## src/rtl/fft_mag_arbiter.sv

```systemverilog
// Frame-granular round-robin arbiter sharing one magnitude-squared unit between two FFT streams.
// Issues samples only with guaranteed result space, tags results, and reports per-frame peaks.
module fft_mag_arbiter #(
  parameter int unsigned FRAME_LEN  = 256,
  parameter int unsigned IDX_W      = 8,
  parameter int unsigned MUL_LAT    = 1,
  parameter int unsigned FIFO_DEPTH = 4
) (
  input  logic             i_clk,
  input  logic             i_rst_n,
  input  logic [31:0]      i_s0_data,
  input  logic             i_s0_valid,
  output logic             o_s0_ready,
  input  logic [31:0]      i_s1_data,
  input  logic             i_s1_valid,
  output logic             o_s1_ready,
  output logic [31:0]      o_m_data,
  output logic             o_m_valid,
  input  logic [31:0]      i_r_data,
  input  logic             i_r_valid,
  output logic [31:0]      o_data,
  output logic             o_chan,
  output logic [IDX_W-1:0] o_idx,
  output logic             o_last,
  output logic             o_valid,
  input  logic             i_ready,
  output logic [31:0]      o_peak_val,
  output logic [IDX_W-1:0] o_peak_idx,
  output logic             o_peak_chan,
  output logic             o_peak_valid,
  output logic             o_err
);
  localparam int unsigned PTR_W = $clog2(FIFO_DEPTH);
  localparam int unsigned CNT_W = $clog2(FIFO_DEPTH + 1);
  localparam int unsigned LAT_W = $clog2(MUL_LAT + 1);
  localparam logic [IDX_W-1:0] LAST_IDX = IDX_W'(FRAME_LEN - 1);

  typedef enum logic {IDLE, BUSY} state_t;

  typedef struct packed {
    logic             vld;
    logic             chan;
    logic [IDX_W-1:0] idx;
    logic             last;
  } tag_t;

  typedef struct packed {
    logic [31:0]      data;
    logic             chan;
    logic [IDX_W-1:0] idx;
    logic             last;
  } ent_t;

  state_t           state_q, state_d;
  logic             owner_q, owner_d;
  logic             last_served_q, last_served_d;
  logic [IDX_W-1:0] idx_q, idx_d;
  tag_t             tag_q [MUL_LAT];
  tag_t             tag_d [MUL_LAT];
  ent_t             mem_q [FIFO_DEPTH];
  logic [PTR_W-1:0] wr_ptr_q, wr_ptr_d, rd_ptr_q, rd_ptr_d;
  logic [CNT_W-1:0] cnt_q, cnt_d;
  logic [31:0]      max_q, max_d;
  logic [IDX_W-1:0] max_idx_q, max_idx_d;
  logic [31:0]      peak_val_q, peak_val_d;
  logic [IDX_W-1:0] peak_idx_q, peak_idx_d;
  logic             peak_chan_q, peak_chan_d;
  logic             peak_valid_q, peak_valid_d;
  logic             err_q, err_d;

  logic [LAT_W-1:0] inflight;
  logic             credit_ok, s0_rdy, s1_rdy, hs, push, pop, fifo_vld;
  ent_t             head;

  // Results still inside the multiplier count against FIFO space, so back-pressure can never overflow it.
  always_comb begin
    inflight = '0;
    for (int unsigned i = 0; i < MUL_LAT; i++) inflight = inflight + LAT_W'(tag_q[i].vld);
  end
  assign credit_ok = (32'(cnt_q) + 32'(inflight)) < FIFO_DEPTH;

  always_comb begin
    state_d       = state_q;
    owner_d       = owner_q;
    last_served_d = last_served_q;
    idx_d         = idx_q;
    s0_rdy        = 1'b0;
    s1_rdy        = 1'b0;
    hs            = 1'b0;
    case (state_q)
      IDLE: begin
        if (i_s0_valid && i_s1_valid) begin
          owner_d = ~last_served_q;
          state_d = BUSY;
        end else if (i_s0_valid || i_s1_valid) begin
          owner_d = i_s1_valid;
          state_d = BUSY;
        end
      end
      BUSY: begin
        s0_rdy = i_rst_n && !owner_q && credit_ok;
        s1_rdy = i_rst_n && owner_q && credit_ok;
        hs     = (s0_rdy && i_s0_valid) || (s1_rdy && i_s1_valid);
        if (hs) begin
          idx_d = idx_q + IDX_W'(1);
          if (idx_q == LAST_IDX) begin
            idx_d         = '0;
            last_served_d = owner_q;
            state_d       = IDLE;
          end
        end
      end
      default: state_d = IDLE;
    endcase
  end

  assign o_s0_ready = s0_rdy;
  assign o_s1_ready = s1_rdy;
  assign o_m_valid  = hs;
  assign o_m_data   = hs ? (owner_q ? i_s1_data : i_s0_data) : '0;

  always_comb begin
    tag_d[0] = '{vld: hs, chan: owner_q, idx: idx_q, last: (idx_q == LAST_IDX)};
    for (int unsigned i = 1; i < MUL_LAT; i++) tag_d[i] = tag_q[i-1];
  end

  assign fifo_vld = (cnt_q != '0);
  assign head     = mem_q[rd_ptr_q];
  assign push     = i_r_valid && tag_q[MUL_LAT-1].vld;
  assign pop      = fifo_vld && i_ready;

  always_comb begin
    wr_ptr_d = push ? wr_ptr_q + PTR_W'(1) : wr_ptr_q;
    rd_ptr_d = pop ? rd_ptr_q + PTR_W'(1) : rd_ptr_q;
    cnt_d    = cnt_q;
    if (push && !pop) cnt_d = cnt_q + CNT_W'(1);
    else if (!push && pop) cnt_d = cnt_q - CNT_W'(1);
    err_d = err_q || (i_r_valid && !tag_q[MUL_LAT-1].vld);
  end

  // Running max restarts on bin 0; strict compare keeps the earliest bin on ties.
  always_comb begin
    max_d        = max_q;
    max_idx_d    = max_idx_q;
    peak_val_d   = peak_val_q;
    peak_idx_d   = peak_idx_q;
    peak_chan_d  = peak_chan_q;
    peak_valid_d = 1'b0;
    if (pop) begin
      if (head.idx == '0 || head.data > max_q) begin
        max_d     = head.data;
        max_idx_d = head.idx;
      end
      if (head.last) begin
        peak_val_d   = max_d;
        peak_idx_d   = max_idx_d;
        peak_chan_d  = head.chan;
        peak_valid_d = 1'b1;
      end
    end
  end

  always_ff @(posedge i_clk) begin
    if (!i_rst_n) begin
      state_q       <= IDLE;
      owner_q       <= 1'b0;
      last_served_q <= 1'b1;
      idx_q         <= '0;
      for (int unsigned i = 0; i < MUL_LAT; i++) tag_q[i] <= '0;
      wr_ptr_q      <= '0;
      rd_ptr_q      <= '0;
      cnt_q         <= '0;
      max_q         <= '0;
      max_idx_q     <= '0;
      peak_val_q    <= '0;
      peak_idx_q    <= '0;
      peak_chan_q   <= 1'b0;
      peak_valid_q  <= 1'b0;
      err_q         <= 1'b0;
    end else begin
      state_q       <= state_d;
      owner_q       <= owner_d;
      last_served_q <= last_served_d;
      idx_q         <= idx_d;
      for (int unsigned i = 0; i < MUL_LAT; i++) tag_q[i] <= tag_d[i];
      wr_ptr_q      <= wr_ptr_d;
      rd_ptr_q      <= rd_ptr_d;
      cnt_q         <= cnt_d;
      max_q         <= max_d;
      max_idx_q     <= max_idx_d;
      peak_val_q    <= peak_val_d;
      peak_idx_q    <= peak_idx_d;
      peak_chan_q   <= peak_chan_d;
      peak_valid_q  <= peak_valid_d;
      err_q         <= err_d;
    end
  end

  always_ff @(posedge i_clk) begin
    if (push) mem_q[wr_ptr_q] <= '{data: i_r_data, chan: tag_q[MUL_LAT-1].chan,
                                   idx: tag_q[MUL_LAT-1].idx, last: tag_q[MUL_LAT-1].last};
  end

  assign o_valid      = fifo_vld;
  assign o_data       = fifo_vld ? head.data : '0;
  assign o_chan       = fifo_vld ? head.chan : 1'b0;
  assign o_idx        = fifo_vld ? head.idx : '0;
  assign o_last       = fifo_vld ? head.last : 1'b0;
  assign o_peak_val   = peak_val_q;
  assign o_peak_idx   = peak_idx_q;
  assign o_peak_chan  = peak_chan_q;
  assign o_peak_valid = peak_valid_q;
  assign o_err        = err_q;
endmodule

```

## config.mk

```make
export PLATFORM = sky130hd
export DESIGN_NAME = fft_mag_arbiter
export DESIGN_NICKNAME = d
export VERILOG_FILES = /design/src/rtl/fft_mag_arbiter.sv
export SDC_FILE = /design/constraint.sdc
export NUM_CORES = 1
export LEC_CHECK = 0
export CORE_UTILIZATION = 45
export CTS_BUF_LIST = sky130_fd_sc_hd__clkbuf_8
export DETAILED_ROUTE_END_ITERATION = 7
export PLACE_DENSITY = 0.79
export SLEW_MARGIN = 20
export SYNTH_ARGS = -nofsm -noshare
export SYNTH_HDL_FRONTEND = slang
export SYNTH_SLANG_ARGS = --single-unit
```

## constraint.sdc

```tcl
create_clock -name i_clk -period 7.7 [get_ports i_clk]
set_input_delay 1.155 -clock i_clk [delete_from_list [all_inputs] [get_ports i_clk]]
set_output_delay 1.155 -clock i_clk [all_outputs]
set_load 0.01 [all_outputs]
```

==> metrics.txt <==
Post-route DRC 0; async set-reset flop share out of synthesis 0; via count ~8600; Worst slew margin 0.352; largest net degree at the start of global routing approximately 100; Mapped Area 0.0124 mm2; Final Worst Setup Slack approximately 3100 ps; Mapped Cells around 1000; fmax around 220 MHz; CP max-delay cell dfxtp_2; CP required between 8000 and 9000 ps; Final Total Pwr between 0.004 and 0.005 W; PD cells between 200 and 300 mW/mm2; fin. max-slew vios 0; Detail Placement HPWL roughly 19000 um; number of post-CTS setup repair buffers 0; Root Buffer clkbuf_8; Synth top cells by count edfxtp_1 (168), dfxtp_1 (114), nand2_1 (105); CTS Hold Bufs 0; unrepaired setup endpoints after global routing no; Routed WL 29100 um; CP delay by family, top buffers and inverters; initial cell density of the core 0.459; first-pass GRT wire length approximately 46000 um; Post-synth EDFFs 168; Final Hold Fails 0; Hold WC Path Type reg -> reg; Rows 60; Crit Path Class reg -> reg; Final min period 4610 ps; GRT Total Usage 0.210; crit path cell chain buf_4 -> mux4_2 -> ha_1 -> and4_1 -> nand2_1 -> a211oi_1 -> o22ai_1 -> a21o_1 -> a21oi_4 -> buf_4 -> mux2i_1; drt wl/cell around 18 um; cts repair resizes 0; io pins between 200 and 250; Hold WS 467 ps; Period Utilization, post-route 0.599; CTS tree done; sequential share of the synthesized area 0.593; starting DRC count in detailed routing just under 700; CTS buffer count 43; die outline area 0.0281 mm2; CTS sink cnt between 200 and 300; vias in the first global route 8676; Syn-to-layout area delta 27.1%; CP Launch Type flop; initial antenna violation count 0; flop and latch count out of synthesis ~280; layout cells sized above 1 0.107; Ant. Diodes 0; ANT nets after route 0; WP buf/inv 2; top-count cell post-synth edfxtp_1; Final TNS setup 0 ps; Clk Latency, worst-skew pair roughly 540 ps; Primary FF master, synth edfxtp_1; YS warnings 0; number of port buffers ~220; area leader, netlist edfxtp_1; max-cap violations 0; status complete, no violations; clk slew on worst S/H paths 60 ps; R2R setup slack 3090 ps; drt first pass iters 5; top-area cell type share of the netlist area 0.408; slew at the pin with the worst max-slew slack just under 1000 ps; worst-path maximum fanout 28; post-place setup slack ~3000 ps; RePlAce Congestion ~0.77; VDD IR-drop max around 0.16 mV; core box area 0.0270 mm2; H-tree levels 2; final setup violation count 0; Critical Path Most Common Cell buf_4; Mapped Nets between 1000 and 1500; die height between 150 and 200 um; DR vias/cell around 5.4; die span in x ~170 um; crit path DAT just over 5000 ps; Pleak approximately 5.4 nW; Util after Layout 0.583; slowest stage delay, CP approximately 870 ps; final global-route overflow total 0; Synth cell types between 40 and 50; Avg Cell Area, Syn 12.4 um2; nets 1355; clock buffer depth 3; Worst setup EP type flop; Clock Skew 26.4 ps; main area contributors after synthesis edfxtp_1 (41%), dfxtp_1 (18%), mux4_2 (7.5%)
per-layer routing:
layer  vias up  share of wire  track usage  routed length (um)
met5         -              0            0                   0
met4         0          0.015       0.0487                 446
met3        33          0.065       0.0470                1890
met2       313           0.51        0.378               14900
met1      4189           0.41        0.256               11900
li1       4083              -            -                   -
final timing paths:
kind	endpoint	start	cells past startpoint
min reg2reg	max_idx_q[1]$_SDFFE_PN0P_	max_idx_q[1]$_SDFFE_PN0P_	2
min	max_idx_q[1]$_SDFFE_PN0P_	max_idx_q[1]$_SDFFE_PN0P_	2
max reg2reg	max_idx_q[0]$_SDFFE_PN0P_	flop	11
max	max_idx_q[0]$_SDFFE_PN0P_	flop	11
layout make-up:
cell class,count,area (um2)
Fill cell,2167,11200
Sequential cell,282,7330
Multi-Input combinational cell,610,4590
Timing Repair Buffer,237,2330
Clock buffer,55,757
Tap cell,341,427
Inverter,40,150
Clock inverter,24,120
cell families after synthesis:
kind of cell / after synthesis / synth area share
AND/OR/NAND/NOR: 288 / 0.113
flip-flops: 282 / 0.593
AO/OA/AOI/OAI: 154 / 0.0729
multiplexers: 117 / 0.136
buffers and inverters: 107 / 0.0367
adder cells (fa/ha/maj): 39 / 0.0401
XOR/XNOR: 12 / 0.00850
stage by stage:
| stage | cells | instance area, um2 |
|---|---|---|
| 3_5_place_dp | 1510 | 14800 |
| 4_1_cts | 1589 | 15700 |
| 5_1_grt | 1589 | 15700 |
| 6_report | 1589 | 15700 |
| 2_1_floorplan | 999 | 12400 |
| 3_3_place_gp | 1510 | 14800 |
sequential cells by signal, summed over array words and instances (netlist names), 3 cells and up, named ones only:
name / flops
mem_q: 168
max_q: 32
o_peak_val: 32
tag_q: 11
idx_q: 8
max_idx_q: 8
o_peak_idx: 8
cnt_q: 3
power by group:
part	switching, W	leakage [nW]	internal [W]	total [W]
logic	0.000685	2.41	0.000652	0.00134
registers	0.000137	2.44	0.00174	0.00188
clock network	0.000540	0.517	0.000673	0.00121
worst reg2reg max path, stage by stage, from the launching register on:
cell	delay (ps)
dfxtp_2	870
buf_4	530
mux4_2	640
ha_1	340
and4_1	220
nand2_1	90
a211oi_1	180
o22ai_1	130
a21o_1	210
a21oi_4	500
buf_4	550
mux2i_1	270
placed cells by master, fill, tap and decap left out, drive strengths merged, types with 9 or more instances in the layout:
master	instances
nand4	9
mux4	41
nand3	47
nor2	41
dfxtp	114
nand2	105
a31oi	40
ha	38
mux2i	74
o21ai	77
and2	59
a21oi	16
clkbuf	55
edfxtp	168
buf	16
inv	57
clkdlybuf4s50	221
No activity file was read; power rests on OpenSTA's default activity.
